$ cat src/rtl/mips_fetch_pkg.sv
// Shared fetch-stage types and constants for the MIPS front end.
// Latency: none (declarations only).
// Backpressure: not applicable.
package mips_fetch_pkg;

    typedef enum logic [1:0] {
        IDLE  = 2'd0,
        REQ   = 2'd1,
        VALID = 2'd2
    } fetchState_t;

    localparam logic [31:0] RESET_PC_DEFAULT = 32'h0040_0000;  // MARS text base
    localparam int          WORD_SHIFT       = 2;               // byte offset of a word index
    localparam int          PC_INCR          = 4;               // sequential fetch stride

endpackage

$ cat src/rtl/pc_fetch_unit_if.sv
// Instruction-memory request/ack bundle between fetch and imem.
// Latency: none (wires only).
// Backpressure: fetch holds ImemReq/ImemAddr until ImemAck is seen.
interface pc_fetch_unit_if #(
    parameter int DATA_WIDTH = 32
) ();
    logic                  ImemReq;
    logic [DATA_WIDTH-1:0] ImemAddr;
    logic                  ImemAck;
    logic [DATA_WIDTH-1:0] ImemRData;

    modport master (output ImemReq, output ImemAddr, input ImemAck, input ImemRData);
    modport slave  (input ImemReq, input ImemAddr, output ImemAck, output ImemRData);
endinterface

$ cat src/rtl/pc_fetch_unit_next_pc_logic.sv
// Combinational next-PC selection: JR (optional, JR_SUPPORT_EN) > J/JAL > taken branch > PC+4.
// Latency: 0 cycles, purely combinational.
// Backpressure: none; the caller decides when the result is used.
module next_pc_logic
    import mips_fetch_pkg::*;
#(
    parameter int DATA_WIDTH = 32
) (
`ifdef JR_SUPPORT_EN
    input  logic                  jumpReg,
    input  logic [DATA_WIDTH-1:0] jumpRegTarget,
`endif
    input  logic [DATA_WIDTH-1:0] pc,
    input  logic                  jump,
    input  logic                  branchEq,
    input  logic                  branchNe,
    input  logic                  zero,
    input  logic [DATA_WIDTH-1:0] branchOffset,
    input  logic [25:0]           jumpIndex,
    output logic [DATA_WIDTH-1:0] pcPlus4,
    output logic [DATA_WIDTH-1:0] nextPc
);
    logic                  branchTaken;
    logic [DATA_WIDTH-1:0] branchTarget;
    logic [DATA_WIDTH-1:0] jumpTarget;

    assign pcPlus4      = pc + DATA_WIDTH'(PC_INCR);
    // BEQ and BNE together means either condition is enough to branch.
    assign branchTaken  = (branchEq & zero) | (branchNe & ~zero);
    assign branchTarget = pcPlus4 + (branchOffset << WORD_SHIFT);
    // J-format target keeps the 256 MB region of the delay-slot address.
    assign jumpTarget   = {pcPlus4[DATA_WIDTH-1:28], jumpIndex, {WORD_SHIFT{1'b0}}};

    // Priority mux, lowest priority assigned first so later terms override.
    always_comb begin
        nextPc = pcPlus4;
        if (branchTaken) nextPc = branchTarget;
        if (jump)        nextPc = jumpTarget;
`ifdef JR_SUPPORT_EN
        // Register targets are forced word-aligned rather than trapping.
        if (jumpReg)     nextPc = jumpRegTarget & ~DATA_WIDTH'(3);
`endif
    end

endmodule

$ cat src/rtl/pc_fetch_unit.sv
// Fetch stage: holds PC, requests imem words, presents them to decode (JR via JR_SUPPORT_EN).
// Latency: 2 cycles/instruction minimum (REQ with same-cycle ack, then VALID without stall).
// Backpressure: Stall holds the word in VALID; imem backpressure by withholding ImemAck.
module pc_fetch_unit
    import mips_fetch_pkg::*;
#(
    parameter int                    DATA_WIDTH = 32,
    parameter logic [DATA_WIDTH-1:0] RESET_PC   = DATA_WIDTH'(RESET_PC_DEFAULT)
) (
    input  logic                  clk,
    input  logic                  reset,
    pc_fetch_unit_if.master       imem,
    input  logic                  Jump,
    input  logic                  BranchEQ,
    input  logic                  BranchNE,
    input  logic                  Zero,
    input  logic [DATA_WIDTH-1:0] BranchOffset,
    input  logic [25:0]           JumpIndex,
`ifdef JR_SUPPORT_EN
    input  logic                  JumpReg,
    input  logic [DATA_WIDTH-1:0] JumpRegTarget,
`endif
    input  logic                  Stall,
    output logic [DATA_WIDTH-1:0] Instruction,
    output logic                  InstrValid,
    output logic [DATA_WIDTH-1:0] PC,
    output logic [DATA_WIDTH-1:0] PCPlus4,
    output logic [31:0]           InstrCount
);
    fetchState_t           state;
    fetchState_t           nextState;
    logic [DATA_WIDTH-1:0] pcReg;
    logic [DATA_WIDTH-1:0] instrReg;
    logic [DATA_WIDTH-1:0] nextPc;
    logic [31:0]           countReg;
    logic                  capture;
    logic                  consume;

    next_pc_logic #(
        .DATA_WIDTH    (DATA_WIDTH)
    ) uNextPc (
`ifdef JR_SUPPORT_EN
        .jumpReg       (JumpReg),
        .jumpRegTarget (JumpRegTarget),
`endif
        .pc            (pcReg),
        .jump          (Jump),
        .branchEq      (BranchEQ),
        .branchNe      (BranchNE),
        .zero          (Zero),
        .branchOffset  (BranchOffset),
        .jumpIndex     (JumpIndex),
        .pcPlus4       (PCPlus4),
        .nextPc        (nextPc)
    );

    // Next-state decode; acks outside REQ and controls outside consume are ignored.
    always_comb begin
        nextState = state;
        capture   = 1'b0;
        consume   = 1'b0;
        case (state)
            IDLE:    nextState = REQ;
            REQ: begin
                if (imem.ImemAck) begin
                    capture   = 1'b1;
                    nextState = VALID;
                end
            end
            VALID: begin
                if (!Stall) begin
                    consume   = 1'b1;
                    nextState = REQ;
                end
            end
            default: nextState = IDLE;
        endcase
    end

    // State register.
    always_ff @(posedge clk or negedge reset) begin
        if (!reset) state <= IDLE;
        else        state <= nextState;
    end

    // PC, held instruction and retired-instruction counter.
    always_ff @(posedge clk or negedge reset) begin
        if (!reset) begin
            pcReg    <= RESET_PC;
            instrReg <= '0;
            countReg <= '0;
        end else begin
            if (capture) instrReg <= imem.ImemRData;
            if (consume) begin
                pcReg    <= nextPc;
                countReg <= countReg + 32'd1;
            end
        end
    end

    assign imem.ImemReq  = (state == REQ);
    assign imem.ImemAddr = pcReg;
    assign Instruction   = instrReg;
    assign InstrValid    = (state == VALID);
    assign PC            = pcReg;
    assign InstrCount    = countReg;

endmodule

$ cat src/flat_wrapper.sv
// flat-port wrapper written by rule: the top's interface ports become plain ports
module pc_fetch_unit_flat import mips_fetch_pkg::*;
#(
    parameter int                    DATA_WIDTH = 32,
    parameter logic [DATA_WIDTH-1:0] RESET_PC   = DATA_WIDTH'(RESET_PC_DEFAULT)
)
  (clk, reset, Jump, BranchEQ, BranchNE, Zero, BranchOffset, JumpIndex, Stall, Instruction, InstrValid, PC, PCPlus4, InstrCount, imem_ImemReq, imem_ImemAddr, imem_ImemAck, imem_ImemRData);
  pc_fetch_unit_if #(.DATA_WIDTH(DATA_WIDTH)) imem_i ();
  input  logic clk;
  input  logic reset;
  input  logic Jump;
  input  logic BranchEQ;
  input  logic BranchNE;
  input  logic Zero;
  input  logic [DATA_WIDTH-1:0] BranchOffset;
  input  logic [25:0] JumpIndex;
  input  logic Stall;
  output logic [DATA_WIDTH-1:0] Instruction;
  output logic InstrValid;
  output logic [DATA_WIDTH-1:0] PC;
  output logic [DATA_WIDTH-1:0] PCPlus4;
  output logic [31:0] InstrCount;
  output wire logic [$bits(imem_i.ImemReq)-1:0] imem_ImemReq;
  output wire logic [$bits(imem_i.ImemAddr)-1:0] imem_ImemAddr;
  input wire logic [$bits(imem_i.ImemAck)-1:0] imem_ImemAck;
  input wire logic [$bits(imem_i.ImemRData)-1:0] imem_ImemRData;
  assign imem_ImemReq = imem_i.ImemReq;
  assign imem_ImemAddr = imem_i.ImemAddr;
  assign imem_i.ImemAck = imem_ImemAck;
  assign imem_i.ImemRData = imem_ImemRData;
  pc_fetch_unit #(.DATA_WIDTH(DATA_WIDTH), .RESET_PC(RESET_PC)) u_core (.clk(clk), .reset(reset), .imem(imem_i), .Jump(Jump), .BranchEQ(BranchEQ), .BranchNE(BranchNE), .Zero(Zero), .BranchOffset(BranchOffset), .JumpIndex(JumpIndex), .Stall(Stall), .Instruction(Instruction), .InstrValid(InstrValid), .PC(PC), .PCPlus4(PCPlus4), .InstrCount(InstrCount));
endmodule
$ cat config.mk
export PLATFORM = sky130hd
export DESIGN_NAME = pc_fetch_unit_flat
export DESIGN_NICKNAME = d
export VERILOG_FILES = /design/src/rtl/mips_fetch_pkg.sv /design/src/rtl/pc_fetch_unit_if.sv /design/src/rtl/pc_fetch_unit_next_pc_logic.sv /design/src/rtl/pc_fetch_unit.sv /design/src/flat_wrapper.sv
export SDC_FILE = /design/constraint.sdc
export NUM_CORES = 1
export LEC_CHECK = 0
export CORE_MARGIN = 2
export CORE_UTILIZATION = 25
export DETAILED_ROUTE_END_ITERATION = 7
export GPL_ROUTABILITY_DRIVEN = 1
export GPL_TIMING_DRIVEN = 0
export SYNTH_ARGS = -nofsm -noshare
export SYNTH_HDL_FRONTEND = slang
export SYNTH_SLANG_ARGS = --single-unit
$ cat constraint.sdc
create_clock -name clk -period 3.8 [get_ports clk]
set_input_delay 0.76 -clock clk [delete_from_list [all_inputs] [get_ports clk]]
set_output_delay 0.76 -clock clk [all_outputs]
set_load 0.1 [all_outputs]
# ---- Word-level counts from Yosys, hierarchy flattened
# Cells that the tools add are included.
dict set report word_totals {
  ram_bits 0
  input_bits 98
  out_inout_bits 162
  memories 0
  latch_bits 0
  mem_bits_ro 0
  regBits 98
  wordCells 26
}
dict set report op_classes {
  n_reduce_logical 2
  mul 0
  order_cmp 0
  n_div 0
  addsub 3
  eq_ne 4
  muxes 9
  shifts 0
  bitwise 4
}
# cell n
set op_table {}
lappend op_table {{32-bit two-way mux} 2}
lappend op_table {{32-bit by 1-bit adder with 32-bit output, second input constant} 1}
lappend op_table {{32-bit by 3-bit adder with 32-bit output, second input constant} 1}
lappend op_table {{32-bit adder} 1}
lappend op_table {{2-bit one-hot mux with 3 select lines} 1}
lappend op_table {{1-bit two-way mux} 4}
lappend op_table {{2-bit two-way mux} 2}
lappend op_table {{1-bit AND} 2}
lappend op_table {{2-bit by 1-bit == test with 1-bit output, second input constant} 1}
lappend op_table {{2-bit == test, second input constant} 1}
lappend op_table {{2-bit zero test} 1}
lappend op_table {{2-bit by 1-bit inequality test with 1-bit output, second input constant} 1}
lappend op_table {{2-bit inequality test, second input constant} 1}
lappend op_table {{2-bit AND reduction} 1}
lappend op_table {{1-bit inverter} 1}
lappend op_table {{1-bit bitwise OR} 1}

# ---- Depth between registers and ports, before layout
dict set report depth {
  word_depth 5
  depth_mapped 17
  mapped_depth_nobuf 17
}

# ---- Cells and area by module
# Synthesis repeated with hierarchy kept, for this count alone.
dict set report hier_totals {
  cells_unflattened 731
  area_unflattened_um2 7101.8
}
# mod cells_each n_inst area_each_um2
set by_module_without_submodules {}
lappend by_module_without_submodules {pc_fetch_unit 313 1 4254.1}
lappend by_module_without_submodules {next_pc_logic 418 1 2847.7}

# ---- Least setup slack after synthesis
# OpenSTA, ideal clock, no wires.
dict set report synth_timing {
  kind {reg-to-reg}
  start {register u_core.pcReg[2] (netlist: u_core.PC[2])}
  end {register u_core.pcReg[23] (netlist: u_core.PC[23])}
  setup_time_ns 0.097
  path_stages_with_launch 17
  t_required_ns 3.703
  setup_slack_ns -2.310
  n_path_buf 1
  arrival_time_ns 6.013
  cell_sequence {dfrtp_1 -> ha_1 -> nand4_1 -> nor3_2 -> nand3_1 -> xnor2_1 -> ha_1 -> buf_2 -> nand3_2 -> a2111oi_4 -> a2111oi_4 -> o21ai_4 -> and3_2 -> a311oi_1 -> xnor2_1 -> mux2i_1 -> o31ai_1}
}
dict set report synth_between {
  elab_chain_len 4
}
# item line_no
set synth_lines {}
lappend synth_lines {{from (decl)} pc_fetch_unit.sv:32} ;# logic [DATA_WIDTH-1:0] pcReg;
lappend synth_lines {{from (signal assigned)} pc_fetch_unit.sv:95} ;# pcReg <= nextPc;
lappend synth_lines {{32-bit by 3-bit adder with 32-bit output} pc_fetch_unit_next_pc_logic.sv:27} ;# assign pcPlus4 = pc + DATA_WIDTH'(PC_INCR);
lappend synth_lines {{net PCPlus4[14]} flat_wrapper.sv:21} ;# output logic [DATA_WIDTH-1:0] PCPlus4;
lappend synth_lines {{32-bit adder} pc_fetch_unit_next_pc_logic.sv:30} ;# assign branchTarget = pcPlus4 + (branchOffset << WORD_SHIFT);
lappend synth_lines {{32-bit two-way mux} pc_fetch_unit_next_pc_logic.sv:37} ;# if (branchTaken) nextPc = branchTarget;
lappend synth_lines {{32-bit two-way mux} pc_fetch_unit_next_pc_logic.sv:38} ;# if (jump) nextPc = jumpTarget;
# The timed path passes the listed nets, and every way through them passes these cells.
# A chain may end at the register's enable or synchronous reset.

# ---- Worst setup path after layout
dict set report layout_timing {
  start {register u_core.pcReg[2] (netlist: u_core.PC[2])}
  end {register u_core.pcReg[31] (netlist: u_core.PC[31])}
}
dict set report layout_between {
  elab_chain_len 4
}
# item line_no
set layout_lines {}
lappend layout_lines {{32-bit by 3-bit adder with 32-bit output (*)} pc_fetch_unit_next_pc_logic.sv:27}
lappend layout_lines {{32-bit adder} pc_fetch_unit_next_pc_logic.sv:30}
lappend layout_lines {{32-bit two-way mux} pc_fetch_unit_next_pc_logic.sv:37}
lappend layout_lines {{32-bit two-way mux (*)} pc_fetch_unit_next_pc_logic.sv:38}
# Every way passes the cells marked *; elsewhere a longest branch is shown, timed or not.

==> flow_metrics.tcl <==
set metrics [dict create \
    status "finished clean" \
    path_delay_family "compound AO/OA/AOI/OAI gates" \
    drc 0 \
    initial_cell_density_of_the_core_pct 25.6 \
    destination_of_the_worst_register_to_register_timing_path "u_core.PC[31]" \
    timing.reg2reg.worst_path_depth 19 \
    gp_routability_congestion 0.850 \
    worst_r2r_start "u_core.PC[2]" \
    min_path_type "primary input to async pin" \
    cts_root_buffer "sky130_fd_sc_hd__clkbuf_16" \
    worst_setup_path_endpoint "u_core.PC[31]" \
    cpPeakStageDelay_ps 440 \
    post_route_cells_drive_above_1_share_pct 25.2 \
    cts_htree_levels 3 \
    cp.buffers_inverters 3 \
    final_min_period_over_clock_period_pct 98.0 \
    synth.cell_area_um2 6700 \
    sort_of_element_at_the_end_of_the_critical_path "register" \
    grt_max_degree 54 \
    global_route_wire_length_before_repair_um 38600 \
    grt_pass1_vias 6709 \
    chipHeight_um 168 \
    finalSetupViolations 0 \
    postSynth.topFlopCell "sky130_fd_sc_hd__dfrtp_1" \
    antenna_left 0 \
    cts_tree "done" \
    ios 260 \
    cts_buffers 9 \
    post-dp-hpwl_um 19000 \
    slowest_stage "sky130_fd_sc_hd__dfrtp_4" \
    grt_setup_unrepaired "yes" \
    max_clock_freq_mhz 269 \
    r2r_setup_slk_ps 80 \
    clkSinkCount 96 \
    maxCapViolCount 0 \
    final.setup_skew_ps 8.37 \
    postSynthAreaPerCell_um2 9.28 \
    io_buffers 251 \
    synthDistinctLibCells 69 \
    area.growth.synth_to_final_pct 67.1 \
    cts_max_path_buffers 2 \
    drt_iter0_markers 367 \
    clk_transition_reported_paths_ps 80 \
    die_width_um 168 \
    finalMaxSlewViolations 0 \
    antenna_found_initial 0 \
    synth.yosys.warnings 0 \
    num_rows 59 \
    place.detailed.instances 1314 \
    routed_wl_um 24900 \
    number_of_enable_flip_flop_cells_after_synthesis 0 \
    critPathMaxFanout 3 \
    worst-endpoint-arrival_ps 4010 \
    routed_wirelength_normalized_by_instance_count_um 18.2 \
    layout_min_cycle_time_ps 3720 \
    asyncSetResetFlopFracSynth_pct 100 \
    critical_path.startpoint "u_core.PC[2]" \
    vias_per_cell 4.84 \
    timing_worst_slew_pin_value_ps 1180 \
    instances_no_fill 1369 \
    core_area_um2 26200 \
    criticalPathCategory "register to register" \
    grt_util_all_layers_pct 17.6 \
    critPathLaunchType "register" \
    via_count 6625 \
    final-hold-violation-count 0 \
    timing.critical_path.cells "ha_4, nand4_1, buf_6, nor3_4, buf_6, and4_4, and2_4, xor2_4, ha_4, a21o_1, a21o_1, a21oi_2, nor2_2, a211oi_2, o31ai_4, buf_4, a311o_2, o21bai_1, nand3_1" \
    slew_headroom_pct 19.0 \
    design.final.nets 1165 \
    cts.hold.buffers_added 0 \
    grt_overflow_total 0 \
    cp_num_cells 19 \
    cp.required_ps 4090 \
    netlist_instances 722 \
    worst_skew_pair.late_latency_ps 350 \
    ys_ff_latch 96 \
    full_die_area_um2 28100 \
    drt-pass1-iter-count 4 \
    antennaDiodeCount 0 \
    setup_total_negative_slack_ps 0 \
    synth_sequential_area_ratio_pct 35.9 \
]
[per-layer routing]
metal | wire length, um | vias up | GRT usage (%)
met5 | 0 | - | 0
met4 | 443 | 0 | 4.76
met3 | 1310 | 28 | 2.72
met1 | 11200 | 3197 | 23.3
met2 | 11900 | 251 | 29.9
li1 | - | 3149 | -
[worst reg2reg max path, delay by kind of cell (launching register included)]
kind / cells / cell delay, ps
AOI/OAI and AO/OA: 7 / 1410
xor gates and xnor gates: 1 / 190
adders and majority gates: 2 / 380
buffers and inverters: 3 / 450
DFF: 1 / 440
and+or+nand+nor: 6 / 810
[placed cells by master (no fill, tap or decap), types with 7 or more instances in the layout]
cell,Yosys,final
sky130_fd_sc_hd__nand2_1,85,80
sky130_fd_sc_hd__dfrtp_2,0,7
sky130_fd_sc_hd__clkbuf_16,0,9
sky130_fd_sc_hd__mux2_2,33,33
sky130_fd_sc_hd__dfrtp_4,0,10
sky130_fd_sc_hd__nor2_1,49,38
sky130_fd_sc_hd__xor2_4,0,11
sky130_fd_sc_hd__nor3_1,9,7
sky130_fd_sc_hd__xnor2_4,0,11
sky130_fd_sc_hd__buf_4,38,75
sky130_fd_sc_hd__xor2_1,35,22
sky130_fd_sc_hd__a21oi_2,1,7
sky130_fd_sc_hd__ha_1,37,23
sky130_fd_sc_hd__o211ai_1,9,9
sky130_fd_sc_hd__and3_1,13,11
sky130_fd_sc_hd__xnor2_1,47,33
sky130_fd_sc_hd__clkdlybuf4s50_1,0,230
sky130_fd_sc_hd__a21oi_1,39,33
sky130_fd_sc_hd__o21ai_0,42,28
sky130_fd_sc_hd__nand4_1,23,23
sky130_fd_sc_hd__nand3_1,22,19
sky130_fd_sc_hd__ha_4,0,12
sky130_fd_sc_hd__o21ai_1,1,12
sky130_fd_sc_hd__a21o_1,18,18
sky130_fd_sc_hd__inv_1,17,17
sky130_fd_sc_hd__dfrtp_1,95,78
sky130_fd_sc_hd__clkbuf_1,17,18
[kinds of logic (layout without fill, tap and decap cells)]
group           after synthesis  in the layout  synth area share (%)
simple gates                224            224                  15.8
compound gates              166            166                  17.2
flops                        96             96                  35.9
xor+xnor                     83             83                  11.0
buf+inv                      78            385                  6.93
fa+ha+maj                    38             38                  7.21
mux                          36             36                  5.99
other cells                   1              6                0.0560
[flip-flops by register name, summed over array words and instances, names as in the netlist]
register            flops
u_core.InstrCount      32
u_core.Instruction     32
u_core.PC              30
u_core.state            2
[timing repair]
item | CTS | global route
endpoints found under the setup margin | 32 | 18
buffers inserted | 26 | 15
pin swaps | 19 | 21
gates resized for setup | 84 | 30
gates cloned | 0 | 0
[per-stage QoR]
step	setup slack (ps)	area, um^2	util (%)	hold slack (ps)
2_1_floorplan	-609	7390	-	464
3_3_place_gp	-2770	10300	39.4	459
3_5_place_dp	-1140	10300	39.5	467
4_1_cts	0.773	10900	41.7	438
5_1_grt	-102	11200	42.7	464
6_report	77.2	11200	42.7	425
[final cells by class]
| type | instances | area (um^2) |
|---|---|---|
| multi-input combinational | 553 | 4710 |
| fill | 2539 | 15000 |
| buffer | 59 | 392 |
| clock buffer | 10 | 229 |
| timing repair buffer | 293 | 2850 |
| tap | 335 | 419 |
| clock inverter | 6 | 75.1 |
| inverter | 17 | 63.8 |
| sequential | 96 | 2450 |
[cell usage after synthesis, types with 9 or more instances]
cell type,count,area (um^2)
sky130_fd_sc_hd__a21o_1,18,135
sky130_fd_sc_hd__a21oi_1,39,195
sky130_fd_sc_hd__and3_1,13,81.3
sky130_fd_sc_hd__buf_4,38,285
sky130_fd_sc_hd__clkbuf_1,17,63.8
sky130_fd_sc_hd__dfrtp_1,95,2380
sky130_fd_sc_hd__ha_1,37,463
sky130_fd_sc_hd__inv_1,17,63.8
sky130_fd_sc_hd__mux2_2,33,372
sky130_fd_sc_hd__nand2_1,85,319
sky130_fd_sc_hd__nand3_1,22,110
sky130_fd_sc_hd__nand4_1,23,144
sky130_fd_sc_hd__nor2_1,49,184
sky130_fd_sc_hd__nor3_1,9,45.0
sky130_fd_sc_hd__o211ai_1,9,67.6
sky130_fd_sc_hd__o21ai_0,42,210
sky130_fd_sc_hd__xnor2_1,47,412
sky130_fd_sc_hd__xor2_1,35,307
[worst min path at each step]
stage	to	startpoint	slack (ps)	depth (start not counted)
2_1_floorplan	u_core.InstrCount[0]	reset	460	0
3_3_place_gp	u_core.InstrCount[31]	u_core.InstrCount[31]	460	1
3_5_place_dp	u_core.InstrCount[31]	u_core.InstrCount[31]	470	1
4_1_cts	u_core.InstrCount[31]	reset	440	1
5_1_grt	u_core.InstrCount[24]	reset	460	1
6_report	u_core.InstrCount[31]	reset	430	1
Power is left out: the tool's default activity adds up to more than one toggle a clock period on the data nets, which glitch-free logic cannot reach.
